==> config.mk <==
export PLATFORM = sky130hd
export DESIGN_NAME = pipeline_foreground_config
export DESIGN_NICKNAME = d
export VERILOG_FILES = /design/src/rtl/pipeline_foreground_config.sv
export SDC_FILE = /design/constraint.sdc
export NUM_CORES = 1
export LEC_CHECK = 0
export ABC_AREA = 1
export ABC_CLOCK_PERIOD_IN_PS = 4250
export CORE_ASPECT_RATIO = 0.9
export CORE_MARGIN = 2
export CORE_UTILIZATION = 45
export CTS_CLUSTER_SIZE = 8
export DETAILED_ROUTE_END_ITERATION = 10
export HOLD_SLACK_MARGIN = 0.1
export PLACE_DENSITY_LB_ADDON = 0.2
export SYNTH_ARGS = -nofsm -noshare
export SYNTH_HDL_FRONTEND = slang
export SYNTH_SLANG_ARGS = --single-unit
==> constraint.sdc <==
create_clock -name clk -period 4.25 [get_ports clk]
set_clock_uncertainty 0.15 [all_clocks]
set_input_delay 0.6375 -clock clk [delete_from_list [all_inputs] [get_ports clk]]
set_output_delay 0.6375 -clock clk [all_outputs]
set_load 0.005 [all_outputs]
==> src/rtl/pipeline_foreground_config.sv <==
// Frame-synchronous config sequencer for the foreground scale stage.
// Shadows scale/offset writes and applies them only on frame_start.
//
// Ports:
//   clk, rst              pixel clock, sync active-high reset
//   frame_start           first-active-pixel pulse
//   cmd_valid/ready       write handshake; cmd_addr/cmd_data select/data
//   ctrl_foreground_scale active scale mode
//   fg_offset_x/y         active offsets
//   busy, commit_done     commit in flight / targets reached pulse
module pipeline_foreground_config #(
  parameter int RESOLUTION_X = 800,
  parameter int RESOLUTION_Y = 600,
  parameter int PRECISION    = 10,
  parameter int STEP         = 8
) (
  input  logic                 clk,
  input  logic                 rst,
  input  logic                 frame_start,
  input  logic                 cmd_valid,
  output logic                 cmd_ready,
  input  logic [1:0]           cmd_addr,
  input  logic [15:0]          cmd_data,
  output logic [1:0]           ctrl_foreground_scale,
  output logic [PRECISION-1:0] fg_offset_x,
  output logic [PRECISION-1:0] fg_offset_y,
  output logic                 busy,
  output logic                 commit_done
);

  typedef enum logic [1:0] {
    S_IDLE,
    S_PENDING,
    S_ANIMATE
  } state_e;

  localparam logic [PRECISION-1:0] MAX_X =
    PRECISION'(RESOLUTION_X - 1);
  localparam logic [PRECISION-1:0] MAX_Y =
    PRECISION'(RESOLUTION_Y - 1);
  localparam logic [PRECISION-1:0] STEP_U =
    PRECISION'(STEP);
  localparam logic signed [PRECISION:0] STEP_S =
    (PRECISION+1)'(STEP);

  state_e               state_q, state_d;
  logic [1:0]           shadow_scale_q, shadow_scale_d;
  logic [PRECISION-1:0] target_x_q, target_x_d;
  logic [PRECISION-1:0] target_y_q, target_y_d;
  logic                 animate_q, animate_d;
  logic [1:0]           scale_q, scale_d;
  logic [PRECISION-1:0] off_x_q, off_x_d;
  logic [PRECISION-1:0] off_y_q, off_y_d;
  logic                 ready_q, ready_d;
  logic                 busy_q, busy_d;
  logic                 done_q, done_d;

  logic                 accept;
  logic [PRECISION-1:0] wr_val;
  logic [PRECISION-1:0] step_x, step_y;
  logic                 at_target;
  logic                 unused_data;

  assign unused_data = ^cmd_data[15:PRECISION];

  // Move cur toward tgt by at most STEP. The difference is taken
  // one bit wider and signed so large gaps never wrap.
  function automatic logic [PRECISION-1:0] step_to(
    input logic [PRECISION-1:0] cur,
    input logic [PRECISION-1:0] tgt
  );
    logic signed [PRECISION:0] diff;
    diff = $signed({1'b0, tgt}) - $signed({1'b0, cur});
    if (diff > STEP_S)
      step_to = cur + STEP_U;
    else if (diff < -STEP_S)
      step_to = cur - STEP_U;
    else
      step_to = tgt;
  endfunction

  assign accept = cmd_valid && ready_q;
  assign wr_val = cmd_data[PRECISION-1:0];
  assign step_x = step_to(off_x_q, target_x_q);
  assign step_y = step_to(off_y_q, target_y_q);
  assign at_target = (step_x == target_x_q) &&
                     (step_y == target_y_q);

  always_comb begin
    state_d        = state_q;
    shadow_scale_d = shadow_scale_q;
    target_x_d     = target_x_q;
    target_y_d     = target_y_q;
    animate_d      = animate_q;
    scale_d        = scale_q;
    off_x_d        = off_x_q;
    off_y_d        = off_y_q;
    ready_d        = ready_q;
    busy_d         = busy_q;
    done_d         = 1'b0;

    unique case (state_q)
      S_IDLE: begin
        // frame_start is ignored here, including one that
        // coincides with the commit write.
        if (accept) begin
          unique case (cmd_addr)
            2'd0: shadow_scale_d = cmd_data[1:0];
            2'd1: target_x_d =
                    (wr_val > MAX_X) ? MAX_X : wr_val;
            2'd2: target_y_d =
                    (wr_val > MAX_Y) ? MAX_Y : wr_val;
            2'd3: begin
              animate_d = cmd_data[0];
              state_d   = S_PENDING;
              ready_d   = 1'b0;
              busy_d    = 1'b1;
            end
            default: ;
          endcase
        end
      end

      S_PENDING: begin
        if (frame_start) begin
          scale_d = shadow_scale_q;
          if (!animate_q) begin
            off_x_d = target_x_q;
            off_y_d = target_y_q;
          end else begin
            off_x_d = step_x;
            off_y_d = step_y;
          end
          if (!animate_q || at_target) begin
            state_d = S_IDLE;
            ready_d = 1'b1;
            busy_d  = 1'b0;
            done_d  = 1'b1;
          end else begin
            state_d = S_ANIMATE;
          end
        end
      end

      S_ANIMATE: begin
        if (frame_start) begin
          off_x_d = step_x;
          off_y_d = step_y;
          if (at_target) begin
            state_d = S_IDLE;
            ready_d = 1'b1;
            busy_d  = 1'b0;
            done_d  = 1'b1;
          end
        end
      end

      default: begin
        state_d = S_IDLE;
        ready_d = 1'b1;
        busy_d  = 1'b0;
      end
    endcase
  end

  always_ff @(posedge clk) begin
    if (rst) begin
      state_q        <= S_IDLE;
      shadow_scale_q <= 2'b00;
      target_x_q     <= '0;
      target_y_q     <= '0;
      animate_q      <= 1'b0;
      scale_q        <= 2'b00;
      off_x_q        <= '0;
      off_y_q        <= '0;
      ready_q        <= 1'b1;
      busy_q         <= 1'b0;
      done_q         <= 1'b0;
    end else begin
      state_q        <= state_d;
      shadow_scale_q <= shadow_scale_d;
      target_x_q     <= target_x_d;
      target_y_q     <= target_y_d;
      animate_q      <= animate_d;
      scale_q        <= scale_d;
      off_x_q        <= off_x_d;
      off_y_q        <= off_y_d;
      ready_q        <= ready_d;
      busy_q         <= busy_d;
      done_q         <= done_d;
    end
  end

  assign cmd_ready             = ready_q;
  assign busy                  = busy_q;
  assign commit_done           = done_q;
  assign ctrl_foreground_scale = scale_q;
  assign fg_offset_x           = off_x_q;
  assign fg_offset_y           = off_y_q;

endmodule

# [Yosys cells after proc, flatten, opt, wreduce, memory -nomap -nowiden]
# Index checks and enable logic that the tools add are counted.
[op_classes] eq_ne=13 n_lt_le_gt_ge=6 n_addsub=6 mux=40 reduce_logical=15
[ops] operator="2-to-1 mux 10 bit" n=12
[ops] operator="case mux 10 bit (2 select lines)" n=2
[ops] operator="> comparator 11 x 5 -> 1 bit, second input constant" n=2
[ops] operator="less-than comparator 11 x 4 -> 1 bit, second input constant" n=2
[ops] operator="subtractor 10 x 10 -> 11 bit" n=2
[ops] operator="adder 10 x 4 -> 10 bit, second input constant" n=2
[ops] operator="== test 10 bit" n=2
[ops] operator="> comparator 10 bit, second input constant" n=2
[ops] operator="subtractor 10 x 4 -> 10 bit, second input constant" n=2
[ops] operator="2-to-1 mux 1 bit" n=16
[ops] operator="AND reduction 3 bit" n=5
[ops] operator="2-to-1 mux 2 bit" n=6
[ops] operator="inequality test 2 bit, second input constant" n=5
[ops] operator="== test 2 bit, second input constant" n=3
[ops] operator="case mux 1 bit (3 select lines)" n=2
[ops] operator="case mux 2 bit (3 select lines)" n=1
[ops] operator="AND reduction 6 bit" n=1
[ops] operator="AND reduction 5 bit" n=1
[ops] operator="== test 2 x 1 -> 1 bit, second input constant" n=2
[ops] operator="logical NOT 2 bit" n=2
[ops] operator="logical AND 1 bit" n=2
[ops] operator="inequality test 2 x 1 -> 1 bit, second input constant" n=1
[ops] operator="case mux 1 bit (2 select lines)" n=1
[ops] operator="AND reduction 2 bit" n=1
[ops] operator="3 further kinds" n=3
[totals] output_inout_bits=25 wordCells=91 input_bits=22 reg_bits=50

# [Depth between registers and ports, before layout]
[logic_depth] ltp_word=10 mapped_depth=29 ltp_nobuf=28

# [Least setup slack after synthesis]
# Ideal clock, no wire load.
[synth_timing] path_type="register -> register" from="register off_x_q[6], in the netlist fg_offset_x[6]" to="register ready_q, in the netlist cmd_ready" arrival_time_ps=2834 path_stages_with_launch=25 synth_period_minus_slack_ps=3111 setup_time_ps=127 path_slack_ps=1139 n_path_buf=2 required_ps=3973 cell_sequence="dfxtp_1 -> clkbuf_1 -> inv_1 -> ha_1 -> nand2_1 -> inv_1 -> a21oi_2 -> nand2_1 -> nand2_1 -> a21oi_1 -> nor2_2 -> inv_2 -> nand2_1 -> nand2_2 -> buf_6 -> nand2_2 -> nand2_1 -> a21oi_1 -> nand3_1 -> nor2_2 -> nand2_2 -> nand2_2 -> nand3_1 -> nand2_1 -> nand3_1"
[synth_via] elab_chain_cells=9 elab_cells_between_ends=13 cone_classes="add/sub: 3; order compare: 2; eq/ne: 3; mux: 2; reduce/logical: 3"
[synth_lines] item="start, declared" line="52" source="logic [PRECISION-1:0] off_x_q, off_x_d;"
[synth_lines] item="start signal, assigned" line="174" source="off_x_q <= '0;"
[synth_lines] item="start signal, assigned" line="186" source="off_x_q <= off_x_d;"
[synth_lines] item="subtractor 10 x 10 -> 11 bit" line="73" source="diff = $signed({1'b0, tgt}) - $signed({1'b0, cur});"
[synth_lines] item="less-than comparator 11 x 4 -> 1 bit" line="76" source="else if (diff < -STEP_S)"
[synth_lines] item="2-to-1 mux 10 bit" line="76"
[synth_lines] item="2-to-1 mux 10 bit *" line="74" source="if (diff > STEP_S)"
[synth_lines] item="== test 10 bit *" line="86" source="assign at_target = (step_x == target_x_q) &&"
[synth_lines] item="logical AND 1 bit *" line="86"
[synth_lines] item="logical OR 1 bit" line="134" source="if (!animate_q || at_target) begin"
[synth_lines] item="inequality test 2 bit (no line)"
[synth_lines] item="AND reduction 6 bit (no line) *"
[synth_lines] item="end signal, assigned" line="188" source="ready_q <= ready_d;"
[synth_lines] item="end, declared" line="54" source="logic ready_q, ready_d;"
# Every way passes the cells marked *; elsewhere a longest branch is shown, timed or not.
# A chain may end at the register's enable or synchronous reset.

# [Final worst setup path]
[layout_timing] from="register off_x_q[0], in the netlist fg_offset_x[0]" to="register ready_q, in the netlist cmd_ready"
# Same word-level chain as after synthesis.

==> results.json <==
{
  "grt_max_degree": 28,
  "whs_path_depth": 2,
  "synth.most_common_cell": "nand2_1",
  "ant_nets": 0,
  "fmax_mhz": 253.4,
  "tns_ns": 0,
  "nFillCells": 1001,
  "hpwlAfterDp_mm": 9.390,
  "peakVddDrop_v": 0.0002906,
  "utilization": 0.5304,
  "critPathCaptureType": "flip-flop",
  "area_delta_synth_final_pct": 13.49,
  "ys_warn_count": 0,
  "avgSynthCellArea_sq_um": 6.063,
  "hold_ws_ns": 0.3310,
  "diodes": 0,
  "tritoncts": "built",
  "drive_above_1_share": 0.05769,
  "crit_buf_inv": 3,
  "grt_pass1_vias": 4337,
  "drv_cap": 0,
  "min_from": "busy",
  "synth_area_leaders": "dfxtp_1 22%, nand2_1 17%, inv_1 9.3%",
  "cp_top_family": "simple AND/OR/NAND/NOR gates",
  "ys_seq_elements": 50,
  "relSlewSlack": 0.3057,
  "clk_pin_slew_ns": 0.10,
  "grtUsageTotal": 0.2261,
  "avgRoutedWirePerCell_um": 13.27,
  "post-route-period-util": 0.9284,
  "power_uw": 3439,
  "viasPerCell": 5.305,
  "port_buffers": 40,
  "cts_buffer_depth": 2,
  "chipHeight_um": 99.43,
  "drc": 0,
  "holdCritPathClass": "flip-flop to flip-flop",
  "drtIter0Drc": 264,
  "dp_worst_setup_slack_ns": 0.4032,
  "critPathMaxFanout": 22,
  "grt_antenna_before_repair": 0,
  "io_pins": 47,
  "gr-total-overflow": 0,
  "num_rows": 34,
  "synth_edf_count": 0,
  "final_max_slew_viol_count": 0,
  "async_flop_share": 0,
  "rsz0062_at_grt": "no",
  "period_minus_slack_ns": 3.946,
  "core_area_sq_um": 9742,
  "p_leak_uw": 0.002491,
  "ys.flop_type": "dfxtp_1",
  "grt_pass1_wl_mm": 20.00,
  "clkLatencyLatePin_ns": 0.32,
  "setup_viol": 0,
  "netlist_top_cells_count": "210 x nand2_1, 113 x inv_1, 73 x nand3_1, 56 x a21oi_1, 50 x dfxtp_1",
  "root_buffer": "clkbuf_8",
  "cts_sinks": 50,
  "synth_largest_area_cell": "dfxtp_1",
  "nets": 830,
  "drt_wl_total_mm": 12.02,
  "worst_pin_slew_ns": 1.028,
  "first_pass_iters": 6,
  "synth_sequential_area_ratio": 0.2198,
  "cp-start-kind": "flip-flop",
  "syn_area_sq_um": 4553,
  "r2r_end": "cmd_ready",
  "status": "complete, no violations",
  "cp_slowest_cell": "dfxtp_1",
  "cts_buffers": 5,
  "crit_required_ns": 4.29,
  "synth_cell_types": 39,
  "die_area_sq_um": 10940,
  "syn_inst": 751,
  "initial_core_util": 0.4674,
  "min_to": "busy",
  "vias": 4806,
  "setup_ws_ns": 0.3044,
  "reg2reg_depth": 25,
  "h-tree-depth": 2,
  "syn_nets": 802,
  "synth_top_area_share": 0.2198,
  "power.density_nw_per_um2": 665.5,
  "reg2reg_slack_ns": 0.30,
  "crit_type": "flip-flop to flip-flop",
  "worst_path_most_repeated_cell": "nand2_1",
  "gp_congestion": 0.9254,
  "cts_resized": 0,
  "die_width_um": 110.0,
  "finalHoldViolCount": 0,
  "slowest_delay_ns": 0.46,
  "arrival_ns": 3.99,
  "timing.rr.start": "fg_offset_x[0]"
}
==> metal layers <==
| layer | wire (um) | global-route usage |
|---|---|---|
| met1 | 6220 | 0.3308 |
| met2 | 5147 | 0.3469 |
| met3 | 608 | 0.04260 |
| met4 | 44 | 0.04382 |
| met5 | 0 | 0 |
==> tightest hold or removal path, delay by kind of cell (launching register included) <==
kind | cells | cell delay [ns]
simple gates | 1 | 0.06
flops | 1 | 0.33
compound gates | 1 | 0.05
==> worst max path at each step <==
| stage | start | end | slack, ns | depth (start not counted) |
|---|---|---|---|---|
| after floorplan | fg_offset_x[6] | cmd_ready | 1.14 | 24 |
| after global placement | fg_offset_x[0] | cmd_ready | 0.50 | 25 |
| after detailed placement | fg_offset_x[0] | cmd_ready | 0.40 | 25 |
| after CTS | fg_offset_x[0] | cmd_ready | 0.40 | 25 |
| after global routing | fg_offset_x[0] | cmd_ready | 0.03 | 25 |
| final | fg_offset_x[0] | cmd_ready | 0.30 | 25 |
==> cell families after synthesis <==
family	count (synthesis)	share of synthesized area
fa+ha+maj	29	0.08299
buf+inv	141	0.1201
simple gates	384	0.3746
xor+xnor	21	0.04039
flops	50	0.2198
compound gates	126	0.1621
==> state kept, by name, summed over array words and instances, names as in the netlist <==
register and count:
animate_q 1, fg_offset_x 10, shadow_scale_q 2, fg_offset_y 10
target_y_q 10, state_q 2, ctrl_foreground_scale 2, busy 1
cmd_ready 1, commit_done 1, target_x_q 10
==> metrics by stage <==
| stage | cell area [sq um] | std cells |
|---|---|---|
| detailed placement | 5039 | 897 |
| CTS | 5160 | 905 |
| floorplan | 4553 | 751 |
| global route | 5167 | 906 |
| global placement | 5039 | 897 |
| finish | 5167 | 906 |
==> placed cells by master (no fill, tap or decap), types with 2 or more instances in the layout <==
cell type | netlist | final
xnor2_1 | 5 | 5
nand3b_1 | 7 | 7
nand4_1 | 13 | 13
o211ai_1 | 18 | 18
fa_1 | 2 | 2
clkbuf_8 | 0 | 6
ha_1 | 27 | 27
nor2_1 | 45 | 45
a211oi_1 | 3 | 3
nand2_1 | 210 | 210
nor2_2 | 6 | 6
clkdlybuf4s50_1 | 0 | 40
dfxtp_1 | 50 | 50
nand2_2 | 11 | 11
a21oi_1 | 56 | 56
o311ai_0 | 2 | 2
nand3_1 | 73 | 73
buf_4 | 0 | 6
a31oi_1 | 9 | 9
nor3_1 | 9 | 9
a21oi_2 | 2 | 2
xor2_1 | 16 | 16
inv_1 | 113 | 113
nand3_2 | 4 | 4
o21ai_0 | 31 | 31
==> area by class of cell <==
class	instances	area, sq um	share of cell area
Multi-Input combinational cell	560	3005	0.5816
Sequential cell	50	1001	0.1937
Timing Repair Buffer	46	445.4	0.08620
Inverter	116	436.7	0.08450
Tap cell	126	157.7	0.03051
Clock buffer	6	82.58	0.01598
Clock inverter	2	38.79	0.007506
==> where the power goes <==
part	switching [uW]	internal, uW
sequential	77.5	532
clock	167	194
combinational	1600	868
total	1850	1590
==> timing repair <==
| action | in CTS | in global routing |
|---|---|---|
| hold buffers | 0 | 0 |
| endpoints found under the setup margin | 0 | 1 |
| buffers inserted | 0 | 1 |
Note: power is estimated with default switching activity, not from simulation.
